==> config.mk <==
export PLATFORM = sky130hd
export DESIGN_NAME = subblock_reader
export DESIGN_NICKNAME = d
export VERILOG_FILES = /design/src/rtl/subblock_reader.sv
export SDC_FILE = /design/constraint.sdc
export NUM_CORES = 1
export LEC_CHECK = 0
export ABC_AREA = 1
export CAP_MARGIN = 25
export CORE_MARGIN = 2
export CORE_UTILIZATION = 55
export DETAILED_ROUTE_END_ITERATION = 6
export PLACE_DENSITY = 0.95
export SYNTH_ARGS = -nofsm -noshare
export SYNTH_HDL_FRONTEND = slang
export SYNTH_SLANG_ARGS = --single-unit
==> constraint.sdc <==
create_clock -name clk -period 3.1 [get_ports clk]
set_clock_uncertainty 0.15 [all_clocks]
set_input_delay 0.31 -clock clk [delete_from_list [all_inputs] [get_ports clk]]
set_output_delay 0.31 -clock clk [all_outputs]
set_load 0.1 [all_outputs]
==> src/rtl/subblock_reader.sv <==
// Drains three subblock FIFOs in lock-step and serialises each q0,q1,q2 triple onto a
// valid/ready byte stream. Define SUBBLOCK_PARITY_EN to append a 3-byte XOR trailer per frame.
module subblock_reader #(
    parameter int unsigned BYTES_SHORT = 132,
    parameter int unsigned BYTES_LONG  = 768
) (
    input  logic       clk,
    input  logic       reset,
    input  logic       computation_done,
    input  logic       length_out,
    input  logic [7:0] q0,
    input  logic [7:0] q1,
    input  logic [7:0] q2,
    output logic       rdreq_subblock,
    output logic [7:0] out_data,
    output logic       out_valid,
    input  logic       out_ready,
    output logic       frame_start,
    output logic       frame_end,
    output logic       busy,
    output logic       frame_done
);

    localparam logic [9:0] CntShort = 10'(BYTES_SHORT);
    localparam logic [9:0] CntLong  = 10'(BYTES_LONG);

    typedef enum logic [3:0] {
        StIdle, StReq, StCapt, StE0, StE1, StE2,
`ifdef SUBBLOCK_PARITY_EN
        StPar0, StPar1, StPar2,
`endif
        StDone
    } state_e;

    state_e     state_q, state_d;
    logic [9:0] cnt_q, cnt_d;
    logic       len_q, len_d;
    logic [7:0] h0_q, h0_d, h1_q, h1_d, h2_q, h2_d;
`ifdef SUBBLOCK_PARITY_EN
    logic [7:0] p0_q, p0_d, p1_q, p1_d, p2_q, p2_d;
`endif

    // The triple now in E0..E2 is the last one of the frame.
    logic last_triple;
    assign last_triple = (cnt_q <= 10'd1);

    always_ff @(posedge clk or posedge reset) begin
        if (reset) begin
            state_q <= StIdle;
            cnt_q   <= '0;
            len_q   <= 1'b0;
            h0_q    <= '0;
            h1_q    <= '0;
            h2_q    <= '0;
`ifdef SUBBLOCK_PARITY_EN
            p0_q    <= '0;
            p1_q    <= '0;
            p2_q    <= '0;
`endif
        end else begin
            state_q <= state_d;
            cnt_q   <= cnt_d;
            len_q   <= len_d;
            h0_q    <= h0_d;
            h1_q    <= h1_d;
            h2_q    <= h2_d;
`ifdef SUBBLOCK_PARITY_EN
            p0_q    <= p0_d;
            p1_q    <= p1_d;
            p2_q    <= p2_d;
`endif
        end
    end

    always_comb begin
        state_d = state_q;
        cnt_d   = cnt_q;
        len_d   = len_q;
        h0_d    = h0_q;
        h1_d    = h1_q;
        h2_d    = h2_q;
`ifdef SUBBLOCK_PARITY_EN
        p0_d    = p0_q;
        p1_d    = p1_q;
        p2_d    = p2_q;
`endif
        unique case (state_q)
            StIdle: begin
                if (computation_done) begin
                    len_d   = length_out;
                    cnt_d   = length_out ? CntLong : CntShort;
`ifdef SUBBLOCK_PARITY_EN
                    p0_d    = '0;
                    p1_d    = '0;
                    p2_d    = '0;
`endif
                    state_d = StReq;
                end
            end
            StReq: state_d = StCapt;
            StCapt: begin
                // FIFO data appears one cycle after the read strobe.
                h0_d    = q0;
                h1_d    = q1;
                h2_d    = q2;
`ifdef SUBBLOCK_PARITY_EN
                p0_d    = p0_q ^ q0;
                p1_d    = p1_q ^ q1;
                p2_d    = p2_q ^ q2;
`endif
                state_d = StE0;
            end
            StE0: if (out_ready) state_d = StE1;
            StE1: if (out_ready) state_d = StE2;
            StE2: begin
                if (out_ready) begin
                    if (cnt_q != 10'd0) cnt_d = cnt_q - 10'd1;
`ifdef SUBBLOCK_PARITY_EN
                    state_d = last_triple ? StPar0 : StReq;
`else
                    state_d = last_triple ? StDone : StReq;
`endif
                end
            end
`ifdef SUBBLOCK_PARITY_EN
            StPar0: if (out_ready) state_d = StPar1;
            StPar1: if (out_ready) state_d = StPar2;
            StPar2: if (out_ready) state_d = StDone;
`endif
            StDone: state_d = StIdle;
            default: state_d = StIdle;
        endcase
    end

    always_comb begin
        rdreq_subblock = 1'b0;
        out_data       = '0;
        out_valid      = 1'b0;
        frame_start    = 1'b0;
        frame_end      = 1'b0;
        frame_done     = 1'b0;
        busy           = (state_q != StIdle) && (state_q != StDone);
        unique case (state_q)
            StReq: rdreq_subblock = 1'b1;
            StE0: begin
                out_valid   = 1'b1;
                out_data    = h0_q;
                // Counter is still at its load value only during the first triple.
                frame_start = (cnt_q == (len_q ? CntLong : CntShort));
            end
            StE1: begin
                out_valid = 1'b1;
                out_data  = h1_q;
            end
            StE2: begin
                out_valid = 1'b1;
                out_data  = h2_q;
`ifndef SUBBLOCK_PARITY_EN
                frame_end = last_triple;
`endif
            end
`ifdef SUBBLOCK_PARITY_EN
            StPar0: begin
                out_valid = 1'b1;
                out_data  = p0_q;
            end
            StPar1: begin
                out_valid = 1'b1;
                out_data  = p1_q;
            end
            StPar2: begin
                out_valid = 1'b1;
                out_data  = p2_q;
                frame_end = 1'b1;
            end
`endif
            StDone: frame_done = 1'b1;
            default: ;
        endcase
    end

endmodule

== Yosys cells after proc, flatten, opt, wreduce, memory -nomap -nowiden ==
Index checks and enable logic that the tools add are counted.
Storage, ports and cells
  flip-flop bits (word level): 39
  output and inout bits: 14
  word-level logic and storage cells: 48
Cells by class
  add/subtract/negate cells: 1
  $lt $le $gt $ge: 1
  equality and inequality tests: 13
  muxes and demuxes: 18
  reductions and logical operators: 9
Operator list (number)
  10-bit two-way mux: 5
  4-bit one-hot mux with 6 select lines: 1
  8-bit one-hot mux with 3 select lines: 1
  10-bit one-hot mux with 2 select lines: 1
  4-bit two-way mux: 4
  4-bit by 3-bit == test with 1-bit output, second input constant: 3
  10-bit == test: 1
  10-bit by 1-bit less-or-equal comparator with 1-bit output, second input constant: 1
  2-bit inequality test, second input constant: 5
  10-bit nonzero test: 1
  10-bit by 1-bit subtractor with 10-bit output, second input constant: 1
  4-bit by 2-bit == test with 1-bit output, second input constant: 2
  4-bit AND reduction: 2
  1-bit two-way mux: 5
  4-bit by 1-bit == test with 1-bit output, second input constant: 1
  4-bit zero test: 1
  4-bit by 3-bit inequality test with 1-bit output, second input constant: 1
  4-bit nonzero test: 1
  3-bit two-way mux: 1
  3-bit OR reduction: 1
  2-bit AND reduction: 1
  2-bit nonzero test: 1
  1-bit logical AND: 1

== Longest topological paths before layout ==
Gate-level depths: netlist of run 1.
  word-level depth: 4
  gate-level depth with buffers: 10

== Worst setup path before layout of run 1 ==
Ideal clock, no wire load.
  kind: register to output
  start: register state_q[0]
  end: output port frame_start
  arrival time: 3.123 ns
  path slack: -0.483 ns
  stages on the path, launching flop included: 8
  buffers on the path: 1
  cell sequence: dfrtp_1 buf_4 inv_2 nor2_1 nand2_1 inv_2 nand4_1 a211oi_1
On the way
  longest elaborated chain between the ends: 2
Ends and longest elaborated chain
  start: declaration: RTL line 35  | state_e state_q, state_d;
  start signal: assignment: RTL line 49  | state_q <= StIdle;
  start signal: assignment: RTL line 61  | state_q <= state_d;
  4-bit by 2-bit == test with 1-bit output: RTL line 143  | unique case (state_q)
  1-bit two-way mux: RTL line 143
  end: declaration: RTL line 18  | output logic frame_start,
Every way passes these cells.

== Worst setup path in the final report of run 1 ==
Ends and elaborated chain as after synthesis.

==> metrics, run 1 <==
number of global-route vias before repair 1822; FF+latch count, synth 38; Slew Viols, Final 0; flop2flop setup slack 1.14 ns; pin count of the biggest net entering global routing 42; row count 22; RR Startpoint state_q[2]; synthesized area per cell 8.090 um^2; Hold Path Sink h0_q[7]; HP Start h0_q[7]; Worst Path Class, Setup register to output port; final net count ~340; number of port buffers 42; hold path cells 1; reg2reg path depth 3; final setup violation count 0; global route overflow 0; warnings from Yosys 0; layout cells sized above 1 0.1818; Least-Margin Pin Slew 0.7349 ns; all-layer global routing usage 0.2439; root buf cell clkbuf_8; critical-path maximum fanout 10; starting DRC count in detailed routing approximately 120; Initial Utilization 0.5790; area overhead of the layout relative to synthesis 25.42%; I/O Pins 43; CTS buffer count 5; DRC Markers 0; RSZ-0062 raised after global routing no; syn_nets slightly below 300; antenna viol nets, final 0; mapped cell area between 2000 and 2500 um^2; DIE HEIGHT 66.32 um; GP Congestion 0.8651; post-cts sizing count 0; HPWL after DPL about 3.3 mm; max cap viols 0; CTS tree yes; Pre-antenna DRT Iters 4; CTS Sinks 38; Die ar. ~4400 um^2; Reg clk slew, reported paths 0.08 ns; post-CTS setup buffer count 0; via count about 1.9k; initial antenna violation count 0; CORE AREA 3689 um^2; vias per cell roughly 5.3; status finished, final reports clean; CP Launch Type register; critical path required time 2.64 ns; Final Hold Viols 0; Final min period 2.488 ns; worst rel slew slack 0.5083; HP Class register to register; setup TNS 0 ns; die width approximately 66 um; crit path DAT 2.03 ns; latest clock arrival within the worst-skew pair 0.30 ns; H-tree levels 2; Yosys cell types 35; Syn Inst Count ~260; wire length per cell 13.44 um; # diodes 0; sequential share of the synthesized area 0.4452; Fillers 263; Max clock buf depth 2; fmax 401.9 MHz; DRT Wirelength about 4.8 mm; first-pass GRT wire length roughly 7.9 mm; Final Cycle Share 0.8026; element type at the critical path end output port; Worst R2R End h0_q[6]
cell usage after synthesis:
cell,n,area (um^2)
nor2_8,1,20.02
ha_1,2,25.02
dfrtp_1,38,950.9
o21ai_1,6,30.03
a31oi_1,1,6.260
nor2_1,36,135.1
mux2_1,1,11.26
mux2_2,7,78.83
nand3_4,2,35.03
nand4_2,1,12.51
o221ai_1,8,70.07
nand3_1,10,50.05
inv_4,1,6.260
clkbuf_1,2,7.510
inv_2,6,22.52
a211oi_1,1,7.510
a21oi_1,17,85.08
nor2_4,2,22.52
buf_6,1,11.26
nand2_1,56,210.2
nand3_2,1,10.01
inv_1,33,123.9
nor2_2,2,12.51
o21ai_0,5,25.02
nand2_4,2,22.52
and2_1,1,6.260
o31ai_1,1,7.510
buf_2,4,20.02
nor3_1,4,20.02
buf_4,1,7.510
nand4_1,2,12.51
nor3_2,1,10.01
nand2_2,4,25.02
xnor2_1,1,8.760
xor2_1,3,26.28
critical path: stages (launching register included):
cell and delay, ns:
dfrtp_1 0.57, inv_2 0.11, nor2_1 0.12, nand2_1 0.11, inv_2 0.18, nand4_1 0.15, a211oi_2 0.17, buf_4 0.32
metal layers:
| layer | vias to the layer above | track usage | part of all wire |
|---|---|---|---|
| met5 | - | 0 | 0 |
| met3 | 11 | 0.05963 | 0.060 |
| met2 | 65 | 0.4025 | 0.52 |
| met4 | 0 | 0.1327 | 0.021 |
| met1 | 882 | 0.2907 | 0.40 |
| li1 | 932 | - | - |
layout make-up:
type                    count  area (um^2)  area share
multi-input cells         178        998.5      0.3727
clock inverters             3        45.04     0.01681
inverters                  40        152.6     0.05698
repair buffers             44        402.9      0.1504
clock buffers               5        68.82     0.02569
flip-flops and latches     38        950.9      0.3550
well taps                  48        60.06     0.02242
state kept, by name, summed over array words and instances, names as in the netlist:
register  flops
cnt_q        10
h0_q          8
h1_q          8
h2_q          8
len_q         1
state_q       3
metrics by stage:
step | cell area [um^2] | worst slack, ns | hold WS, ns | util | cells
after CTS | 2679 | 0.6361 | 0.3594 | 0.7263 | 356
after floorplan | 2148 | 0.2808 | 0.2917 | - | 264
after global placement | 2555 | 1.041 | 0.3131 | 0.6927 | 347
after global routing | 2679 | 0.5359 | 0.3783 | 0.7263 | 356
after detailed placement | 2555 | 0.9708 | 0.3128 | 0.6927 | 347
final | 2679 | 0.6120 | 0.3560 | 0.7263 | 356
cell families (layout without fill, tap and decap cells):
family / after synthesis / after routing / share of synthesized area
DFF: 38 / 38 / 0.4452
muxes: 8 / 8 / 0.04218
and+or+nand+nor: 125 / 125 / 0.2829
buffers and inverters: 48 / 92 / 0.09315
xor gates and xnor gates: 4 / 4 / 0.01641
adders and majority gates: 2 / 2 / 0.01171
AOI/OAI and AO/OA: 39 / 39 / 0.1084
placed cells by master (no fill, tap or decap):
master,netlist,layout
a211oi_2,0,1
a21oi_1,17,17
a31oi_1,1,1
and2_1,1,1
buf_4,1,15
bufinv_16,0,1
clkbuf_8,0,5
clkdlybuf4s50_1,0,28
clkinvlp_4,0,2
dfrtp_1,38,38
dlygate4sd3_1,0,1
ha_1,2,2
inv_1,33,33
inv_2,6,6
inv_4,1,1
mux2_1,1,1
mux2_2,7,7
nand2_1,56,56
nand2_2,4,4
nand2_4,2,2
nand3_1,10,10
nand3_2,1,1
nand3_4,2,2
nand4_1,2,2
nand4_2,1,1
nor2_1,36,35
nor2_2,2,3
nor2_4,2,2
nor2_8,1,1
nor3_1,4,3
nor3_2,1,2
o21ai_0,5,5
o21ai_1,6,6
o221ai_1,8,8
o31ai_1,1,1
xnor2_1,1,1
xor2_1,3,3
repair_timing:
| action | 4_1_cts | 5_1_grt |
|---|---|---|
| hold endpoints to repair | 1 | 0 |
| hold buffers | 1 | 0 |
| setup endpoints to repair | 0 | 0 |
worst max path at each step:
stage,slack [ns],depth (start not counted),endpoint,from
global route,0.54,7,frame_start,state_q[0]
detailed placement,0.97,7,frame_start,state_q[0]
floorplan,0.28,4,out_data[0],state_q[1]
finish,0.61,7,frame_start,state_q[0]
CTS,0.64,7,frame_start,state_q[0]
global placement,1.04,7,frame_start,state_q[0]
Power of run 1 is left out: the tool's default activity adds up to more than one toggle a clock period on the data nets, which glitch-free logic cannot reach.
==> inputs of run 2 (changes only) <==
CORE_UTILIZATION = 51   (was 55)
PLACE_DENSITY = 0.91   (was 0.95)
clock period = 2.5 ns   (was 3.1 ns; I/O delays follow)
==> run 2 against run 1 <==
Clock-buffer cell count stayed put. Global-route usage down 1.8 points. Die area rose by 7.4%. Worst hold slack worse by 0.15 ns. Wire length grew 0.98%. Non-clock buffer count is 1 lower. Register-to-register slack got worse by 0.58 ns. Flip-flop and latch count is the same. Design area increased by 4.4%. Via count down 0.21%.
==> metrics, run 2 (synthesis results as in run 1) <==
status finished, final reports clean; Final Cycle Share 0.9567; via count 1886 (-0.21%); initial antenna violation count 0 (unchanged); number of port buffers 42 (unchanged); setup TNS 0 ns (unchanged); CTS tree yes; Crit-path slowest cell dfrtp_1; global route overflow 0 (unchanged); critical-path maximum fanout 10 (unchanged); DRT Wirelength 4.832 mm (+0.98%); element type at the critical path end output port; fmax approximately 420 MHz; CTS Sinks 38 (unchanged); worst rel slew slack 0.5192 (+0.01090); root buf cell clkbuf_8; pin count of the biggest net entering global routing 42 (unchanged); H-tree levels 2 (unchanged); RR Startpoint state_q[2]; area overhead of the layout relative to synthesis 30.99%; final net count 337 (-0.30%); flop2flop setup slack 0.56 ns (-0.58 ns); crit path DAT 1.99 ns (-0.04 ns); CP Launch Type register; all-layer global routing usage 0.2261 (-0.01787); critical path required time 2.10 ns (-0.54 ns); CORE AREA 4029 um^2 (+9.2%); wire length per cell 13.54 um (+0.70%); GP Congestion 0.8551 (-1.2%); Final Hold Viols 0 (unchanged); HP Class input pin to async pin; HPWL after DPL 3.349 mm (+0.33%); CTS buffer count 5 (unchanged); post-CTS setup buffer count 0 (unchanged); largest register by flop count cnt_q; Final min period 2.392 ns; Initial Utilization 0.5301 (-0.04891); DIE HEIGHT 68.72 um (+3.6%); most frequent cells in the layout nand2_1 (56), dfrtp_1 (37), nor2_1 (35), inv_1 (33), clkdlybuf4s50_1 (28); starting DRC count in detailed routing 140 (+16%); Max clock buf depth 2 (unchanged); die width 68.72 um (+3.6%); Worst Path Class, Setup register to output port; final setup violation count 0 (unchanged); # diodes 0 (unchanged); Fillers 313 (+19%); Die ar. 4722 um^2 (+7.4%); max incr delay on CP 0.53 ns (-0.04 ns); max cap viols 0 (unchanged); worst hold margin 0.2090 ns (-0.1469 ns); vias per cell 5.283 (-0.49%); I/O Pins 43 (unchanged); number of global-route vias before repair 1740 (-4.5%); CP cell instances nor2_1 -> nand2_1 -> inv_2 -> nand4_1 -> a211oi_2 -> buf_12; reg2reg path depth 3 (unchanged); row count 23 (+4.5%); Least-Margin Pin Slew 0.7187 ns (-0.01629 ns); Pre-antenna DRT Iters 4 (unchanged); first-pass GRT wire length 7.783 mm (-2.0%); antenna viol nets, final 0 (unchanged); Worst R2R End h0_q[1]; number of flip-flops under the largest register name 10 (unchanged); layout cells sized above 1 0.1857 (+0.003850); RSZ-0062 raised after global routing no; Slew Viols, Final 0 (unchanged); latest clock arrival within the worst-skew pair 0.30 ns (about the same); Reg clk slew, reported paths 0.08 ns (about the same); DRC Markers 0 (unchanged); commonest non-fill, non-tap cell in the layout nand2_1
run 2: area by class of cell:
| class | instances | area (um^2) | share of cell area |
|---|---|---|---|
| Clock inverter | 3 | 45.04 | 0.01610 |
| Tap cell | 50 | 62.56 | 0.02236 |
| Clock buffer | 5 | 68.82 | 0.02460 |
| Multi-Input combinational cell | 178 | 998.5 | 0.3569 |
| Inverter | 40 | 152.6 | 0.05456 |
| Timing Repair Buffer | 43 | 518.0 | 0.1852 |
| Sequential cell | 38 | 952.2 | 0.3403 |
run 2: worst max path at each step:
| stage | to | slack [ns] | cells after the start | from |
|---|---|---|---|---|
| 6_report | frame_start | 0.11 | 6 | state_q[2] |
| 3_5_place_dp | frame_start | 0.39 | 7 | state_q[0] |
| 3_3_place_gp | frame_start | 0.51 | 7 | state_q[0] |
| 5_1_grt | frame_start | 0.04 | 6 | state_q[2] |
| 4_1_cts | frame_start | 0.03 | 7 | state_q[0] |
| 2_1_floorplan | out_data[0] | -0.26 | 4 | state_q[1] |
run 2: worst max-delay path: cells and delay by family, from the launching register on:
kind,cells,cell delay (ns)
compound gates,1,0.26
buf+inv,2,0.41
flops,1,0.53
simple gates,3,0.49
run 2: per-stage QoR:
stage                 util  setup slack [ns]  area [um^2]  cells
floorplan                -           -0.2592         2148    264
global placement    0.6658            0.5083         2683    349
detailed placement  0.6658            0.3947         2683    349
CTS                 0.6941           0.02976         2796    357
global route        0.6944           0.04489         2798    357
finish              0.6944            0.1083         2798    357
run 2: repair_timing:
item / CTS / global route
resized for setup: 0 / 1
hold buffers: 0 / 0
endpoints found under the setup margin: 0 / 1
run 2: routing by layer:
layer  up-vias  share of wire  global-route usage
met1       887           0.43              0.2936
met2        59           0.51              0.3630
met5         -              0                   0
li1        932              -                   -
met4         0          0.017             0.08578
met3         8          0.042             0.05844
Power of run 2 is left out for the same reason.
